## config.mk

```make
export PLATFORM = sky130hd
export DESIGN_NAME = width_conv_fifo
export DESIGN_NICKNAME = d
export VERILOG_FILES = /design/src/rtl/width_conv_fifo.sv
export SDC_FILE = /design/constraint.sdc
export NUM_CORES = 1
export LEC_CHECK = 0
export ABC_CLOCK_PERIOD_IN_PS = 3100
export CAP_MARGIN = 30
export CORE_UTILIZATION = 35
export DETAILED_ROUTE_END_ITERATION = 8
export DONT_BUFFER_PORTS = 1
export GPL_ROUTABILITY_DRIVEN = 0
export HOLD_SLACK_MARGIN = 0.1
export SETUP_SLACK_MARGIN = 0.05
export SYNTH_ARGS = -nofsm -noshare
export SYNTH_HDL_FRONTEND = slang
export SYNTH_SLANG_ARGS = --single-unit
```

## constraint.sdc

```tcl
create_clock -name clk -period 3.1 [get_ports clk]
set_input_delay 0.31 -clock clk [delete_from_list [all_inputs] [get_ports clk]]
set_output_delay 0.31 -clock clk [all_outputs]
set_load 0.005 [all_outputs]
```

## src/rtl/width_conv_fifo.sv

```systemverilog
// width_conv_fifo: synchronous FIFO taking RATIO-lane wide writes and returning narrow reads, LSB lane first.
// Define WCF_ERR_FLAGS_EN to add sticky ovf/udf error flags.
module width_conv_fifo #(
    parameter int DATA_WIDTH = 8,
    parameter int ADDR_WIDTH = 3,
    parameter int RATIO      = 2
) (
    input  logic                        clk,
    input  logic                        rst_n,
    input  logic                        wr,
    input  logic [RATIO*DATA_WIDTH-1:0] w_data,
    output logic                        full,
    input  logic                        rd,
    output logic [DATA_WIDTH-1:0]       r_data,
    output logic                        empty,
    output logic [ADDR_WIDTH:0]         level
`ifdef WCF_ERR_FLAGS_EN
    ,
    output logic                        ovf,
    output logic                        udf
`endif
);

    localparam int DEPTH = 1 << ADDR_WIDTH;
    localparam logic [ADDR_WIDTH:0]   FULL_THRESH = (ADDR_WIDTH+1)'(DEPTH - RATIO);
    localparam logic [ADDR_WIDTH:0]   LEVEL_STEP  = (ADDR_WIDTH+1)'(RATIO);
    // Truncation is intended: with RATIO == DEPTH the write pointer stays at 0.
    localparam logic [ADDR_WIDTH-1:0] PTR_STEP    = ADDR_WIDTH'(RATIO);

    logic [DATA_WIDTH-1:0] mem [DEPTH];

    logic [ADDR_WIDTH-1:0] w_ptr_q, w_ptr_d;
    logic [ADDR_WIDTH-1:0] r_ptr_q, r_ptr_d;
    logic [ADDR_WIDTH:0]   level_q, level_d;
    logic                  wa;
    logic                  ra;

    always_comb begin
        full    = (level_q > FULL_THRESH);
        empty   = (level_q == '0);
        wa      = wr & ~full;
        ra      = rd & ~empty;
        w_ptr_d = w_ptr_q;
        r_ptr_d = r_ptr_q;
        level_d = level_q;
        if (wa) begin
            w_ptr_d = w_ptr_q + PTR_STEP;
        end
        if (ra) begin
            r_ptr_d = r_ptr_q + 1'b1;
        end
        level_d = level_q + (wa ? LEVEL_STEP : '0) - (ra ? (ADDR_WIDTH+1)'(1) : '0);
    end

    always_ff @(posedge clk or negedge rst_n) begin
        if (!rst_n) begin
            w_ptr_q <= '0;
            r_ptr_q <= '0;
            level_q <= '0;
        end else begin
            w_ptr_q <= w_ptr_d;
            r_ptr_q <= r_ptr_d;
            level_q <= level_d;
        end
    end

    // w_ptr is always RATIO-aligned, so the lanes of one write never straddle the wrap.
    always_ff @(posedge clk) begin
        if (wa) begin
            for (int k = 0; k < RATIO; k++) begin
                mem[w_ptr_q + ADDR_WIDTH'(k)] <= w_data[k*DATA_WIDTH +: DATA_WIDTH];
            end
        end
    end

    assign r_data = mem[r_ptr_q];
    assign level  = level_q;

`ifdef WCF_ERR_FLAGS_EN
    logic ovf_q, ovf_d;
    logic udf_q, udf_d;

    always_comb begin
        ovf_d = ovf_q | (wr & full);
        udf_d = udf_q | (rd & empty);
    end

    always_ff @(posedge clk or negedge rst_n) begin
        if (!rst_n) begin
            ovf_q <= 1'b0;
            udf_q <= 1'b0;
        end else begin
            ovf_q <= ovf_d;
            udf_q <= udf_d;
        end
    end

    assign ovf = ovf_q;
    assign udf = udf_q;
`endif

endmodule

```

==> flow_metrics.tcl, run 1 <==
set metrics [dict create \
    outcome "completed" \
    drc 0 \
    viasPerCell 4.85 \
    nets 203 \
    ir_drop_mv 0.582 \
    ys_types 22 \
    leakage_uw 0.00130 \
    clock_sinks 73 \
    min_path_type "in -> reg" \
    die_h_um 95.0 \
    syn-num-nets 175 \
    slew_violations 0 \
    rsz0062_at_grt "false" \
    max_freq_ghz 0.391 \
    worst-setup-path-type "reg -> reg" \
    startpoint "level[3]" \
    rows 33 \
    num_antenna_cells 0 \
    synth_warnings 0 \
    multi_input_area_um2 790 \
    synth_area_per_cell_um2 21.0 \
    num_vias 1368 \
    cts_buffer_depth 2 \
    start_kind "flip-flop" \
    pre_cts_ws_ns 0.514 \
    cap_viol_max_count 0 \
    clock_skew_ns 0.00642 \
    rrSetupSlack_ns 0.54 \
    r2r-start "level[3]" \
    drive_gt1_share_pct 17.5 \
    grt_max_degree 18 \
    cts_tree "built" \
    setup.worst_path.end "level[3]" \
    grt_pass1_vias 1490 \
    tightest_slew_ns 0.763 \
    fp.dieW_um 95.0 \
    cp-end-kind "flip-flop" \
    fin_crit_sh_pct 82.6 \
    root_buffer "clkbuf_8" \
    layout_setup_ws_ns 0.539 \
    relSlewSlack_pct 49.1 \
    final_antenna_net_count 0 \
    track_usage_pct 12.2 \
    yosysSeqAreaShare_pct 70.9 \
    yosys-top-cells-area "edfxtp_1, mux4_1, dfrtp_1" \
    min_period_ns 2.56 \
    post-dp-hpwl_mm 3.18 \
    grt_pass1_wl_mm 7.65 \
    critPathArrivalTime_ns 2.79 \
    fp.coreArea_um2 8300 \
    syn_area_um2 3030 \
    final_cell_mix "edfxtp_1, dlygate4sd3_1, mux4_1" \
    clk_latency_ns 0.34 \
    grt-ovfl-total 0 \
    die_area_um2 9030 \
    ff_latch_area_um2 2150 \
    port_buffers 0 \
    synth_top_area_share_pct 63.4 \
    synth_top_area_cell "edfxtp_1" \
    dr.pass1.iters 4 \
    drt_wl_total_mm 4.95 \
    avgRoutedWirePerCell_um 17.5 \
    antenna_found_initial 0 \
    cts_buffers 9 \
    finalSetupViolations 0 \
    utilization_pct 43.0 \
    num_io_pins 34 \
    r2r-end "level[3]" \
    hold_viol 0 \
    fill_cells 717 \
    synthCells 144 \
    setup-tns-final_ns 0 \
    start_util_pct 36.5 \
    path_max_fanout 7 \
    area_delta_synth_final_pct 17.8 \
    synth_seq_cells 73 \
    final_common_cell "edfxtp_1" \
    postCtsSetupBuffers 0 \
    cts.clk_slew.worst_paths_ns 0.07 \
    power.density_nw_per_um2 885 \
    first_iter_violations 50 \
    cp.required_ns 3.33 \
    htree_levels 3 \
    worstRegToRegCells 10 \
]
==> final cells by class <==
type | count | area share [%]
clock inverters | 6 | 3.23
flip-flops and latches | 73 | 60.2
multi-input cells | 53 | 22.1
well taps | 105 | 3.68
clock buffers | 10 | 3.58
repair buffers | 22 | 5.82
inverters | 13 | 1.37
==> worst min path at each step <==
stage               startpoint         end  slack (ns)  cells past startpoint
CTS                         rd  r_ptr_q[0]        0.18                      2
detailed placement       rst_n    level[3]        0.01                      0
global route                rd  r_ptr_q[0]        0.20                      2
global placement         rst_n    level[3]        0.01                      0
floorplan                rst_n    level[0]        0.01                      0
finish                      rd  r_ptr_q[0]        0.20                      2
==> metal layers <==
metal | share of wire, % | global-route usage (%)
met1 | 41 | 12.9
met5 | 0 | 0
met4 | 1.4 | 4.55
met2 | 52 | 21.4
met3 | 6.0 | 5.50
==> cell families (layout without fill, tap and decap cells) <==
| family | after synthesis | count (layout) | synth area share, % |
|---|---|---|---|
| compound gates | 2 | 2 | 0.661 |
| xor+xnor | 4 | 4 | 1.16 |
| fa+ha+maj | 11 | 11 | 4.79 |
| buf+inv | 18 | 51 | 3.06 |
| flops | 73 | 73 | 70.9 |
| mux | 26 | 26 | 17.6 |
| simple gates | 10 | 10 | 1.86 |
==> critical path, cell delays in order (launching register included) <==
cell and delay [ns]:
dfrtp_1 0.42, inv_1 0.09, ha_1 0.20, and3_1 0.21
a211oi_2 0.41, inv_1 0.10, ha_1 0.29, inv_1 0.04
ha_1 0.20, fa_1 0.37, xnor2_1 0.14
==> synthesized netlist by cell type (all sizes together) <==
| cell type | n |
|---|---|
| ha | 10 |
| a21o | 1 |
| and3 | 1 |
| nor2 | 1 |
| inv | 13 |
| mux2 | 10 |
| clkbuf | 1 |
| nand2 | 2 |
| a211oi | 1 |
| mux4 | 16 |
| nand2b | 1 |
| xnor2 | 3 |
| and2 | 4 |
| buf | 4 |
| nor3b | 1 |
| xor2 | 1 |
| edfxtp | 64 |
| dfrtp | 9 |
| fa | 1 |
==> metrics by stage <==
step                cell area, µm²  instances  hold WS [ns]  power (µW)
floorplan                     3030        144        0.0144        2100
global placement              3150        249        0.0147        2240
detailed placement            3150        249        0.0147        2300
CTS                           3570        282         0.181        3210
global route                  3570        282         0.200        3340
finish                        3570        282         0.198        3160
==> report_power, final <==
part | total [µW] | switching, µW | internal [µW]
clock | 881 | 343 | 539
combinational | 800 | 351 | 449
sequential | 1470 | 187 | 1290
total | 3160 | 881 | 2270
==> repair_timing <==
action	CTS	global route
hold buffers	17	0
resized for setup	0	0
endpoints found under the hold margin	73	0
==> registers in the layout (all words and copies together) (netlist names) <==
| signal | cells |
|---|---|
| w_ptr_q | 2 |
| level | 4 |
| mem | 64 |
| r_ptr_q | 3 |
Note: power is estimated with default switching activity, not from simulation.
==> inputs of run 2 (changes only) <==
--- a/config.mk
+++ b/config.mk
@@ -5,7 +5,7 @@
 export SDC_FILE = /design/constraint.sdc
 export NUM_CORES = 1
 export LEC_CHECK = 0
-export ABC_CLOCK_PERIOD_IN_PS = 3100
+export ABC_CLOCK_PERIOD_IN_PS = 2200
 export CAP_MARGIN = 30
 export CORE_UTILIZATION = 35
 export DETAILED_ROUTE_END_ITERATION = 8
==> constraint.sdc (replaced) <==
create_clock -name clk -period 2.2 [get_ports clk]
set_input_delay 0.22 -clock clk [delete_from_list [all_inputs] [get_ports clk]]
set_output_delay 0.22 -clock clk [all_outputs]
set_load 0.005 [all_outputs]
==> run 2 against run 1 <==
Net effect: via count grew 1.7%; sequential power grew 37%; register-to-register slack lost 0.48 ns; sequential share of layout area shrank 0.59 points; non-clock buffer count grew 10; sequential cell count is the same; setup slack lost 0.48 ns; critical path depth shrank 1; power grew 36%; highest routed layer unchanged.
==> flow_metrics.tcl, run 2 (synthesis gave the netlist of run 1 again) <==
set metrics [dict create \
    p_clk_share_pct 20.0 \
    switching_share_pct 30.4 \
    drive_gt1_share_pct 25.1 \
    htree_levels 3 \
    die_area_um2 9030 \
    crit_buf_inv 2 \
    min_from "rd" \
    cts_buffer_depth 2 \
    clock_skew_ns 0.00788 \
    first_iter_violations 20 \
    critPathMaxStageDelay_ns 0.42 \
    critPathArrivalTime_ns 2.35 \
    cts_tree "built" \
    drc 0 \
    port_buffers 0 \
    rrSetupSlack_ns 0.06 \
    final_cell_mix "edfxtp_1, dlygate4sd3_1, mux4_1" \
    die_h_um 95.0 \
    power_frac_comb_pct 33.1 \
    utilization_pct 43.4 \
    fp.coreArea_um2 8300 \
    num_io_pins 34 \
    antenna_found_initial 0 \
    rsz0062_at_grt "true" \
    rows 33 \
    relSlewSlack_pct 62.1 \
    dpl.cell_count 259 \
    final_antenna_net_count 0 \
    p_int_uw 2980 \
    max_freq_ghz 0.468 \
    cts_buffers 9 \
    worst-setup-path-type "reg -> reg" \
    whs_ns 0.131 \
    slowest_stage "dfrtp_1" \
    cap_viol_max_count 0 \
    dr.pass1.iters 4 \
    regMostFlops "mem" \
    largest_register_ffs 64 \
    power.density_nw_per_um2 1190 \
    clk_latency_ns 0.33 \
    start_kind "flip-flop" \
    pwr-share-seq_pct 46.9 \
    switchingPower_uw 1300 \
    final_common_cell "edfxtp_1" \
    leakage_uw 0.00132 \
    slew_violations 0 \
    num_vias 1391 \
    min_path_cells 3 \
    grt_pass1_wl_mm 8.12 \
    start_util_pct 36.5 \
    num_antenna_cells 0 \
    clock_sinks 73 \
    fill_cells 707 \
    outcome "completed" \
    r2r-end "level[3]" \
    grt-ovfl-total 0 \
    post-dp-hpwl_mm 3.45 \
    cp.required_ns 2.41 \
    cp_cell_sequence "ha_2 > and3_4 > a211oi_4 > inv_1 > ha_1 > inv_1 > ha_2 > fa_2 > xnor2_2" \
    cp-end-kind "flip-flop" \
    stdcell_count 292 \
    holdPathEnd "r_ptr_q[2]" \
    grt_max_degree 13 \
    ir_drop_mv 0.382 \
    min_path_type "in -> reg" \
    fin_crit_sh_pct 97.2 \
    crit_family "adder cells" \
    area_delta_synth_final_pct 18.9 \
    postCtsSetupBuffers 0 \
    grt_pass1_vias 1599 \
    nets 213 \
    avgRoutedWirePerCell_um 17.5 \
    root_buffer "clkbuf_8" \
    path_max_fanout 3 \
    viasPerCell 4.76 \
    finalSetupViolations 0 \
    tightest_slew_ns 0.569 \
    hold_viol 0 \
    track_usage_pct 12.8 \
    r2r-start "level[2]" \
    drt_wl_total_mm 5.12 \
    cts.clk_slew.worst_paths_ns 0.07 \
    min_period_ns 2.14 \
    worstRegToRegCells 9 \
    fp.dieW_um 95.0 \
]
-- run 2: changes by cell type in the layout (fill, tap and decap cells not counted), moves of 2 or more --
cell       delta
clkinv_2      +2
ha_2          +2
bufinv_16     -3
ha_1          -2
buf_4        +10
clkinv_1      +3
-- run 2: layer usage --
metal / vias up / routed length (µm) / GRT usage [%]
met4: 0 / 40 / 3.41
met3: 4 / 173 / 4.70
met1: 718 / 2090 / 14.1
li1: 646 / - / -
met2: 23 / 2820 / 23.3
met5: - / 0 / 0
-- run 2: final cells by class --
class	count	area [µm²]	share of cell area [%]
sequential	73	2150	59.6
clock inverter	7	37.5	1.04
timing repair buffer	32	283	7.85
multi-input combinational	53	831	23.1
clock buffer	9	124	3.44
inverter	13	48.8	1.35
tap	105	131	3.65
-- run 2: what timing repair did --
action                                  4_1_cts  5_1_grt
hold buffers                                 17        0
gates resized for setup                       2        2
pin swaps                                     4        0
endpoints found under the setup margin        2        2
hold endpoints to repair                     73        0
-- run 2: stage by stage --
step	power (µW)	TNS (ns)	setup slack [ns]	instance area (µm²)
after floorplan	3000	-0.0287	-0.0160	3050
after global placement	3290	0	0.136	3250
after detailed placement	3380	0	0.0183	3250
after CTS	4330	0	0.0542	3590
after global routing	4560	0	0.00488	3600
final	4280	0	0.0621	3600
-- run 2: worst max path at each step --
stage	slack [ns]	start	depth (start not counted)	end
floorplan	-0.02	level[3]	10	level[3]
global placement	0.14	level[2]	8	level[2]
detailed placement	0.02	level[3]	10	level[3]
CTS	0.05	level[2]	9	level[3]
global route	0.005	level[2]	9	level[3]
finish	0.06	level[2]	9	level[3]
-- run 2: worst register-to-register path, delay by kind of cell (launching register included) --
family | cells | cell delay [ns]
flip-flops | 1 | 0.42
buffers and inverters | 2 | 0.12
AO/OA/AOI/OAI | 1 | 0.16
AND/OR/NAND/NOR | 1 | 0.19
XOR/XNOR | 1 | 0.14
adder cells (fa/ha/maj) | 4 | 1.00
-- run 2: power by group through the flow --
stage          Sequential, µW  Clock [µW]  Combinational (µW)
6_report                 2010         858                1420
5_1_grt                  2040         956                1560
4_1_cts                  2000         885                1440
3_5_place_dp             2030           0                1350
3_3_place_gp             2010           0                1270
2_1_floorplan            1930           0                1060
==> inputs of run 3 (changes only) <==
--- a/config.mk
+++ b/config.mk
@@ -5,6 +5,7 @@
 export SDC_FILE = /design/constraint.sdc
 export NUM_CORES = 1
 export LEC_CHECK = 0
+export ABC_AREA = 1
 export ABC_CLOCK_PERIOD_IN_PS = 2200
 export CAP_MARGIN = 30
 export CORE_UTILIZATION = 35
==> run 3 against run 2 <==
Net effect: sequential share of layout area down 5.6 points; core utilization down 0.78 points; clock skew up 0.0040 ns; first-iteration DRC count rose to 3.2 times the previous value; sequential power about the same; cell area up 10%; critical path type unchanged.
==> flow_metrics.tcl, run 3 <==
set metrics [dict create \
    path_max_fanout 3 \
    cap_viol_max_count 0 \
    start_util_pct 36.5 \
    viasPerCell 4.24 \
    synth_top_area_cell "edfxtp_1" \
    finalSetupViolations 0 \
    num_antenna_cells 0 \
    start_kind "flip-flop" \
    hold_viol 0 \
    fin_crit_sh_pct 93.9 \
    synth_area_per_cell_um2 10.1 \
    synth_edf_count 64 \
    clk_latency_ns 0.34 \
    worst-setup-path-type "reg -> reg" \
    crit_family "adder cells" \
    synth_most_common_cell "nand2_1" \
    dpl.cell_count 466 \
    path_common_cell "ha_1" \
    htree_levels 3 \
    slew_violations 0 \
    min_path_type "in -> reg" \
    fp.coreArea_um2 9330 \
    grt_max_degree 34 \
    synth_warnings 0 \
    antenna_found_initial 0 \
    drive_gt1_share_pct 13.1 \
    area_delta_synth_final_pct 16.8 \
    leakage_uw 0.00183 \
    cp-end-kind "flip-flop" \
    rsz0062_at_grt "false" \
    muxShareOfSynthArea_pct 0 \
    nets 399 \
    p_int_uw 2990 \
    cts_buffer_depth 2 \
    slowest_stage "dfrtp_1" \
    rrSetupSlack_ns 0.13 \
    max_freq_ghz 0.484 \
    final_cell_mix "nand2_1, inv_1, edfxtp_1" \
    fp.dieW_um 101 \
    power.density_nw_per_um2 1210 \
    grt_pass1_vias 2042 \
    syn_area_um2 3400 \
    num_io_pins 34 \
    synth_seq_cells 73 \
    avgRoutedWirePerCell_um 12.3 \
    regMostFlops "mem" \
    stdcell_count 502 \
    cts_tree "built" \
    power_frac_comb_pct 37.1 \
    grt-ovfl-total 0 \
    first_iter_violations 63 \
    drt_wl_total_mm 6.16 \
    synth-xor-area-share_pct 0.772 \
    track_usage_pct 13.5 \
    clock_sinks 73 \
    yosysSeqAreaShare_pct 63.1 \
    fill_cells 872 \
    yosys.area_share.simple_pct 19.1 \
    num_vias 2127 \
    die_area_um2 10100 \
    critPathMaxStageDelay_ns 0.44 \
    setup-tns-final_ns 0 \
    synth_common_cells "nand2_1, inv_1, edfxtp_1" \
    switchingPower_uw 1830 \
    clock_skew_ns 0.0119 \
    layout_setup_ws_ns 0.133 \
    crit_buf_inv 2 \
    synth-compound-area-share_pct 0.441 \
    cp.required_ns 2.43 \
    cts.clk_slew.worst_paths_ns 0.08 \
    tightest_slew_ns 0.454 \
    dr.pass1.iters 4 \
    largest_register_ffs 64 \
    pre_cts_ws_ns 0.134 \
    relSlewSlack_pct 69.7 \
    outcome "completed" \
    fin_area_um2 3980 \
    p_clk_share_pct 21.6 \
    final_common_cell "nand2_1" \
    rows 35 \
    synth_top_family_by_area "simple AND/OR/NAND/NOR gates" \
    switching_share_pct 38.0 \
    drc 0 \
    grt_pass1_wl_mm 10.1 \
    final_antenna_net_count 0 \
    min_period_ns 2.07 \
    synth_fa_ha_area_share_pct 4.26 \
    cp_cell_sequence "inv_2 > ha_4 > nand2_1 > nand2_2 > nand3_2 > ha_1 > inv_1 > ha_1 > fa_2 > xnor2_2" \
    cts_buffers 9 \
    ys.flop_type "edfxtp_1" \
    synth_top_area_share_pct 56.5 \
    root_buffer "clkbuf_8" \
    ys_types 19 \
    ir_drop_mv 0.439 \
    post-dp-hpwl_mm 3.98 \
    async_flop_share_pct 12.3 \
    synthCells 338 \
    port_buffers 0 \
    placed_area_um2 3540 \
    critPathArrivalTime_ns 2.30 \
    pwr-share-seq_pct 41.3 \
    yosys-top-cells-area "edfxtp_1, nand2_1, inv_1" \
    syn-num-nets 369 \
    die_h_um 101 \
]
-- run 3: final cells by class --
| class | instances | area [µm²] | share of cell area, % |
|---|---|---|---|
| Clock buffer | 9 | 124 | 3.12 |
| Timing Repair Buffer | 30 | 273 | 6.86 |
| Multi-Input combinational cell | 170 | 870 | 21.9 |
| Sequential cell | 73 | 2150 | 54.0 |
| Clock inverter | 7 | 77.6 | 1.95 |
| Inverter | 84 | 323 | 8.12 |
| Tap cell | 129 | 161 | 4.06 |
-- run 3: cells by family after synthesis --
group                      Yosys count
and+or+nand+nor                    153
xor gates and xnor gates             3
buffers and inverters               95
DFF                                 73
adders and majority gates           11
AOI/OAI and AO/OA                    3
-- run 3: path summary, 6_finish.rpt --
check	startpoint	end	cells past startpoint
worst max-delay path	level[3]	level[3]	10
worst min-delay path	wr	w_ptr_q[2]	3
worst max register to register	level[3]	level[3]	10
worst min register to register	w_ptr_q[2]	w_ptr_q[2]	2
max in group asynchronous	rst_n	level[2]	1
min in group asynchronous	rst_n	level[3]	1
-- run 3: power groups by stage --
stage | logic, µW | clock network [µW] | registers, µW
2_1_floorplan | 1400 | 0 | 1930
3_3_place_gp | 1630 | 0 | 2000
3_5_place_dp | 1680 | 0 | 2010
4_1_cts | 1730 | 1070 | 1980
5_1_grt | 2060 | 1130 | 2020
6_report | 1790 | 1040 | 1990
-- run 3: what timing repair did --
action,4_1_cts,5_1_grt
endpoints found under the setup margin,0,1
hold buffers,19,0
buffers inserted,0,1
gates resized for setup,0,10
hold endpoints to repair,76,0
-- run 3: per-stage QoR --
step	hold slack (ns)	power (µW)	util (%)
2_1_floorplan	-0.0756	3330	-
3_3_place_gp	-0.0754	3640	38.0
3_5_place_dp	-0.0754	3690	38.0
4_1_cts	0.195	4780	42.2
5_1_grt	0.220	5220	42.6
6_report	0.203	4820	42.6
-- run 3: metal layers --
layer	wire length, µm	global-route usage, %	part of all wire, %	vias to the layer above
met5	0	0	0	-
met4	84	5.02	1.4	0
met3	197	3.61	3.2	7
met2	3110	23.1	50	33
met1	2770	16.2	45	991
li1	-	-	-	1096
-- run 3: worst reg2reg max path, delay by kind of cell, from the launching register on --
kind / cells / cell delay [ns]
XOR/XNOR: 1 / 0.14
adder cells (fa/ha/maj): 4 / 1.03
buffers and inverters: 2 / 0.14
flip-flops: 1 / 0.44
AND/OR/NAND/NOR: 3 / 0.24
